===== src/rtl/alu_serial_pkg.sv =====
// Shared types and sizing helpers for the bit-serial add/subtract unit.
package alu_serial_pkg;

   typedef enum logic [1:0] {
      IDLE = 2'd0,
      RUN  = 2'd1,
      DONE = 2'd2
   } serial_state_t;

   localparam int DEFAULT_WIDTH = 64;

   // Bit counter must hold WIDTH-1; never narrower than one bit.
   function automatic int counterWidth(input int width);
      return ($clog2(width) < 1) ? 1 : $clog2(width);
   endfunction

endpackage


===== src/rtl/fullAdder.sv =====
// One-bit full adder with optional B inversion (control = 1 selects A + ~B + carryIn).
module fullAdder (
   input  logic a,
   input  logic b,
   input  logic carryIn,
   input  logic control,
   output logic sum,
   output logic carryOut
);

   logic bEff_s;

   assign bEff_s   = control ? ~b : b;
   assign sum      = a ^ bEff_s ^ carryIn;
   assign carryOut = (a & bEff_s) | (a & carryIn) | (bEff_s & carryIn);

endmodule


===== src/rtl/serial_add_sub.sv =====
// Bit-serial WIDTH-bit add/subtract: one fullAdder stepped LSB-first, one bit per clock,
// producing the result and N/Z/C/V flags with a start/busy/done handshake.
module serial_add_sub
   import alu_serial_pkg::*;
#(
   parameter int WIDTH = DEFAULT_WIDTH
) (
   input  logic             clk,
   input  logic             reset,
   input  logic             start,
   input  logic             sub,
   input  logic [WIDTH-1:0] a,
   input  logic [WIDTH-1:0] b,
   output logic             busy,
   output logic             done,
   output logic [WIDTH-1:0] result,
   output logic             negative,
   output logic             zero,
   output logic             carry_out,
   output logic             overflow
);

   localparam int            CW         = counterWidth(WIDTH);
   localparam logic [CW-1:0] LAST_COUNT = CW'(WIDTH - 1);
   localparam logic [CW-1:0] ONE_COUNT  = CW'(1);

   serial_state_t    state_r;
   serial_state_t    stateNext_s;
   logic [WIDTH-1:0] aSh_r;
   logic [WIDTH-1:0] bSh_r;
   logic [WIDTH-2:0] resSh_r;
   logic [WIDTH-1:0] resShNext_s;
   logic [CW-1:0]    count_r;
   logic             subLat_r;
   logic             carry_r;
   logic             zeroAcc_r;
   logic             lastBit_s;
   logic             sumBit_s;
   logic             carryOutBit_s;

   fullAdder u_fullAdder (
      .a        (aSh_r[0]),
      .b        (bSh_r[0]),
      .carryIn  (carry_r),
      .control  (subLat_r),
      .sum      (sumBit_s),
      .carryOut (carryOutBit_s)
   );

   // Next-state decode and the result word as it will look after this bit is shifted in.
   always_comb begin
      stateNext_s = state_r;
      lastBit_s   = (count_r == LAST_COUNT);
      resShNext_s = {sumBit_s, resSh_r};
      case (state_r)
         IDLE: begin
            if (start) begin
               stateNext_s = RUN;
            end else begin
               stateNext_s = IDLE;
            end
         end
         RUN: begin
            if (lastBit_s) begin
               stateNext_s = DONE;
            end else begin
               stateNext_s = RUN;
            end
         end
         DONE:    stateNext_s = IDLE;
         default: stateNext_s = IDLE;
      endcase
   end

   // State register with registered handshake outputs.
   always_ff @(posedge clk or negedge reset) begin
      if (!reset) begin
         state_r <= IDLE;
         busy    <= 1'b0;
         done    <= 1'b0;
      end else begin
         state_r <= stateNext_s;
         busy    <= (stateNext_s != IDLE);
         done    <= (stateNext_s == DONE);
      end
   end

   // Operand shifters, carry/zero tracking and result/flag capture.
   always_ff @(posedge clk or negedge reset) begin
      if (!reset) begin
         aSh_r     <= '0;
         bSh_r     <= '0;
         resSh_r   <= '0;
         count_r   <= '0;
         subLat_r  <= 1'b0;
         carry_r   <= 1'b0;
         zeroAcc_r <= 1'b0;
         result    <= '0;
         negative  <= 1'b0;
         zero      <= 1'b0;
         carry_out <= 1'b0;
         overflow  <= 1'b0;
      end else begin
         case (state_r)
            IDLE: begin
               if (start) begin
                  aSh_r     <= a;
                  bSh_r     <= b;
                  subLat_r  <= sub;
                  carry_r   <= sub;  // +1 of the two's-complement negate
                  count_r   <= '0;
                  zeroAcc_r <= 1'b0;
               end
            end
            RUN: begin
               aSh_r     <= {1'b0, aSh_r[WIDTH-1:1]};
               bSh_r     <= {1'b0, bSh_r[WIDTH-1:1]};
               resSh_r   <= resShNext_s[WIDTH-1:1];
               carry_r   <= carryOutBit_s;
               zeroAcc_r <= zeroAcc_r | sumBit_s;
               if (lastBit_s) begin
                  // carry_r here is the carry into the MSB
                  result    <= resShNext_s;
                  negative  <= sumBit_s;
                  zero      <= ~(zeroAcc_r | sumBit_s);
                  carry_out <= carryOutBit_s;
                  overflow  <= carry_r ^ carryOutBit_s;
               end else begin
                  count_r <= count_r + ONE_COUNT;
               end
            end
            DONE: begin
               count_r <= '0;
            end
            default: begin
               count_r <= '0;
            end
         endcase
      end
   end

endmodule


===== config.mk =====
export PLATFORM = sky130hd
export DESIGN_NAME = serial_add_sub
export DESIGN_NICKNAME = d
export VERILOG_FILES = /design/src/rtl/alu_serial_pkg.sv /design/src/rtl/fullAdder.sv /design/src/rtl/serial_add_sub.sv
export SDC_FILE = /design/constraint.sdc
export NUM_CORES = 1
export LEC_CHECK = 0
export BUFFER_PORTS_ARGS = -buffer_cell sky130_fd_sc_hd__buf_2
export CELL_PAD_IN_SITES_DETAIL_PLACEMENT = 0
export CELL_PAD_IN_SITES_GLOBAL_PLACEMENT = 1
export CORE_UTILIZATION = 46
export DETAILED_ROUTE_END_ITERATION = 7
export PLACE_DENSITY = 0.92
export SYNTH_ARGS = -nofsm -noshare
export SYNTH_HDL_FRONTEND = slang
export SYNTH_SLANG_ARGS = --single-unit

===== constraint.sdc =====
create_clock -name clk -period 3.8 [get_ports clk]
set_input_delay 0.57 -clock clk [delete_from_list [all_inputs] [get_ports clk]]
set_output_delay 0.57 -clock clk [all_outputs]
set_load 0.005 [all_outputs]

---- Word-level counts from Yosys, hierarchy flattened ----
Cells that the tools add are included.
storage, ports and cells
  flip-flop bits (word level) ............. 272
  word-level logic and storage cells ...... 54
cells by class
  muxes and demuxes ....................... 15
  reductions and logical operators ........ 7
  bitwise operators ....................... 11
  add/subtract/negate cells ............... 1
  eq/ne operators ......................... 5
operators with widths
  cell                                           count
  case mux 64 bit (2 select lines)               2
  two-way mux 64 bit                             2
  two-way mux 6 bit                              2
  case mux 6 bit (2 select lines)                1
  AND reduction 2 bit                            4
  adder 6 x 1 -> 6 bit, second input constant    1
  == test 6 bit, second input constant           1
  two-way mux 1 bit                              4
  inequality test 2 bit, second input constant   2
  case mux 1 bit (2 select lines)                2
  case mux 2 bit (2 select lines)                1
  nonzero test 2 bit                             2
  bitwise AND 1 bit                              3
  OR 1 bit                                       3
  bitwise XOR 1 bit                              3
  == test 2 x 1 -> 1 bit, second input constant  1
  == test 2 bit, second input constant           1
  logical NOT 2 bit                              1
  two-way mux 2 bit                              1
  NOT 1 bit                                      2

---- Depth between registers and ports, before layout ----
  depth after elaboration ................. 6
  gate-level depth with buffers ........... 6
  mapped depth without buffers ............ 4

---- Cells and area by module ----
A second synthesis with hierarchy kept.
second synthesis, totals
  cells, all modules ...................... 1040
  area total of the unflattened synthesis .. 10790.3 µm²
modules (own cells, without submodules)
  module          seq. area each (µm²)  cells each  times used  area each (µm²)
  serial_add_sub  6781.5                1034        1           10746.6
  fullAdder       0.0                   6           1           43.8

---- Worst setup path after synthesis ----
Ideal clock, no wire load.
  path type ............................... reg2reg
  start point ............................. reg count_r[0]
  end point ............................... reg result[14]
  buffers on the path ..................... 2
  data arrival time ....................... 1.646 ns
  setup time .............................. 0.127 ns
  setup slack ............................. 2.027 ns
  clock period less this slack ............ 1.773 ns
  stages on the path, launching flop included .. 7
  cells stage by stage .................... dfrtp_1 -> ha_1 -> nand2_1 -> nor3_4 -> buf_6 -> buf_6 -> mux2_1
on the way
  word-level cells in the longest chain between the ends .. 2
RTL lines
  what                                  line                   text
  start, declared                       serial_add_sub.sv:33   logic [CW-1:0] count_r;
  start signal, assigned                serial_add_sub.sv:129  count_r <= count_r + ONE_COUNT;
  == test 6 bit                         serial_add_sub.sv:53   lastBit_s = (count_r == LAST_COUNT);
  AND reduction 2 bit (no source line)  -
  end signal, assigned                  serial_add_sub.sv:123  result <= resShNext_s;
  end, declared                         serial_add_sub.sv:16   output logic [WIDTH-1:0] result,
No other way between the ends.
A chain may end at the register's enable or synchronous reset.

---- Final worst setup path ----
  start point ............................. reg state_r[1]
  end point ............................... reg aSh_r[0]
on the way
  word-level cells in the longest chain between the ends .. 3
  elaborated cells on any way between the ends .. 6
RTL lines
  what                                                                          line                   text
  start, declared                                                               serial_add_sub.sv:27   serial_state_t state_r;
  start signal, assigned                                                        serial_add_sub.sv:82   state_r <= stateNext_s;
  == test 2 x 1 -> 1 bit or logical NOT 2 bit (tied branches)                   serial_add_sub.sv:104  case (state_r)
  nonzero test 2 bit (no source line) or inequality test 2 bit (tied branches)  -
  AND reduction 2 bit (no source line)                                          -
  end signal, assigned                                                          serial_add_sub.sv:116  aSh_r <= {1'b0, aSh_r[WIDTH-1:1]};
  end, declared                                                                 serial_add_sub.sv:29   logic [WIDTH-1:0] aSh_r;
Parallel ways exist; a longest one is shown, timed or not.

==> results_dict.tcl <==
set metrics [dict create \
    cp_slowest_stage_delay_ns 0.79 \
    post-cts-setup-buffer-count 0 \
    drt-wirelength-per-cell_um 15.2 \
    cts_inserted_buffers 27 \
    critical_path.slowest_cell "sky130_fd_sc_hd__buf_4" \
    die_height_um 154 \
    filler_cell_count 1983 \
    synth_nets 1159 \
    grt_first_pass_wirelength_um 38500 \
    synth_edf_count 0 \
    numPortBuffers 201 \
    netlist_instances 1025 \
    slew_violations 0 \
    worst_hold_slack_ns 0.130 \
    cts-root-buf "sky130_fd_sc_hd__clkbuf_16" \
    die_x_um 154 \
    synthDominantCellAreaShare_pct 63.6 \
    final_hold_viol_count 0 \
    area_taken_by_multi_input_logic_gates_um2 3540 \
    clk_latency_ns 0.53 \
    post-route-drc-count 0 \
    design.die.area_um2 23800 \
    holdBufCountCts 0 \
    cts_tree "yes" \
    crit_path_cell_trace "nand2b_4 -> buf_4 -> o22ai_1 -> a31oi_1" \
    internal_portion_of_total_power_uw 5820 \
    antenna_found_initial 5 \
    powerDensity_nw_per_um2 633 \
    max_cap_viol_count 0 \
    synth_cell_type_count 38 \
    p_seq_share_pct 52.0 \
    grt_remaining_overflow 0 \
    syn_area_um2 10700 \
    min_period_over_period_pct 62.2 \
    final_cell_mix "sky130_fd_sc_hd__dfrtp_1, sky130_fd_sc_hd__nor2_1, sky130_fd_sc_hd__buf_2" \
    rows 55 \
    dr.pass1.iters 4 \
    cts-root-to-sink-buffers 3 \
    run_status "finished clean" \
    p_sw_uw 2260 \
    share_of_post_route_cells_with_drive_strength_above_1_pct 25.6 \
    biggest_area_consumer_among_synthesized_cells "sky130_fd_sc_hd__dfrtp_1" \
    vias_in_the_first_global_route 7695 \
    globalplace.congestion 0.762 \
    synthesis.area_per_instance_um2 10.4 \
    ctsResizeCount 0 \
    grt.met2_usage_pct 30.6 \
    vias 7812 \
    drt_first_iter_violations 475 \
    fin_tns_setup_ns 0 \
    critical_path_class "reg -> reg" \
    max-vdd-ir-drop_uv 436 \
    floorplan.initialDensity_pct 46.9 \
    yosysWarningCount 0 \
    synth_ff_type "sky130_fd_sc_hd__dfrtp_1" \
    cp.required_ns 4.25 \
    leakagePower_uw 0.00635 \
    synth_seq_cells 271 \
    viasPerCell 5.18 \
    worst_setup_hold_path_clk_slew_ns 0.06 \
    hp-class "in -> async" \
    critical_path_arrival_ns 2.81 \
    synth_area_leaders "sky130_fd_sc_hd__dfrtp_1, sky130_fd_sc_hd__nor2_1, sky130_fd_sc_hd__o22ai_1" \
    met3_usage_pct 4.85 \
    netSwitchingFraction_pct 28.0 \
    cp-end-kind "flop" \
    worstMarginPinSlew_ns 0.950 \
    timing.fmax_mhz 423 \
    design.final.nets 1334 \
    clkSinkCount 271 \
    placement.setup.worst_slack_ns 1.51 \
    timing.final.ws_setup_ns 1.44 \
    detailed_place.area_um2 11900 \
    antenna_left 0 \
    clock_skew_ns 0.0121 \
    post-dp-hpwl_um 14300 \
    totalWireLength_um 23000 \
    seq_area_frac_synth_pct 63.6 \
    setup_repair_after_global_routing_missed_its_margin "false" \
    power.share.combinational_pct 15.3 \
    setup_viol 0 \
    final_util_pct 56.2 \
    setup.worst_path.start_class "flop" \
    number_of_top_level_pins 202 \
    regArea_um2 6780 \
    post_route_cell_area_um2 12800 \
    period_needed_ns 2.36 \
    power_share_of_the_clock_group_pct 32.7 \
    grt_busiest_layer "met2" \
    max_slew_margin_pct 36.7 \
    r2r_cells 4 \
    path_max_fanout 90 \
    mostFrequentLayoutCell "sky130_fd_sc_hd__dfrtp_1" \
    maximum_number_of_pins_on_one_net_before_global_route_repair 118 \
    globalRouteTotalUtil_pct 19.6 \
    area_growth_syn_to_layout_pct 19.7 \
    async_reset_ff_share_pct 100 \
    cts.htree.levels 1 \
    grtUsageMet1_pct 27.1 \
    core_um2 22700 \
]
cell usage after synthesis, types with 3 or more instances:
| cell | count |
|---|---|
| sky130_fd_sc_hd__a21oi_1 | 7 |
| sky130_fd_sc_hd__nand3_1 | 4 |
| sky130_fd_sc_hd__clkbuf_1 | 22 |
| sky130_fd_sc_hd__mux2_2 | 48 |
| sky130_fd_sc_hd__nand2_1 | 191 |
| sky130_fd_sc_hd__o21ai_0 | 4 |
| sky130_fd_sc_hd__mux2_1 | 17 |
| sky130_fd_sc_hd__buf_6 | 3 |
| sky130_fd_sc_hd__dfrtp_1 | 271 |
| sky130_fd_sc_hd__inv_1 | 7 |
| sky130_fd_sc_hd__buf_4 | 3 |
| sky130_fd_sc_hd__nor2_1 | 252 |
| sky130_fd_sc_hd__buf_2 | 31 |
| sky130_fd_sc_hd__o22ai_1 | 126 |
| sky130_fd_sc_hd__buf_1 | 9 |
path summary, 6_finish.rpt:
kind,from,to,slack (ns)
min reg2reg,result[9],result[9],0.48
max reg2reg,state_r[1],aSh_r[0],1.44
max,state_r[1],aSh_r[0],1.44
min in group clk,b[63],bSh_r[63],0.29
min,reset,resSh_r[50],0.13
max in group asynchronous,reset,result[21],2.66
metal layers:
metal	wire length [µm]	part of all wire, %
met1	10300	45
met2	10600	46
met4	622	2.7
met3	1440	6.3
met5	0	0
power by group through the flow:
stage	clock (µW)	sequential (µW)	combinational [µW]
after detailed placement	0	4240	1260
after floorplan	0	4090	947
after global routing	2820	4310	1450
final	2640	4200	1230
after global placement	0	4210	1190
after CTS	2710	4200	1260
stage by stage:
step           std cells  power (µW)
5_1_grt             1504        8570
4_1_cts             1502        8180
3_5_place_dp        1456        5500
3_3_place_gp        1456        5400
2_1_floorplan       1025        5040
6_report            1507        8080
critical path, delay by kind of cell, from the launching register on:
family,cells,cell delay [ns]
AOI/OAI and AO/OA,2,0.37
DFF,1,0.46
buffers and inverters,1,0.79
and+or+nand+nor,1,0.57
state kept, by name, indices dropped and copies added, names as in the netlist:
name       flops
aSh_r         64
bSh_r         64
result        64
subLat_r       1
zeroAcc_r      1
busy           1
zero           1
carry_out      1
state_r        2
resSh_r       63
done           1
overflow       1
carry_r        1
count_r        6
cells by family after synthesis:
group | share of synthesized area (%)
AOI/OAI and AO/OA | 8.94
muxes | 7.06
and+or+nand+nor | 16.6
DFF | 63.6
xor gates and xnor gates | 0.164
buffers and inverters | 3.32
adders and majority gates | 0.305
area by class of cell:
type                            instances  area share [%]
Antenna cell                            5          0.0981
Inverter                                7           0.206
Clock inverter                          8           0.736
Tap cell                              285            2.80
Clock buffer                           38            6.17
Timing Repair Buffer                  214            9.03
Sequential cell                       271            53.2
Multi-Input combinational cell        679            27.8
Power figures use the tool's default switching activity.
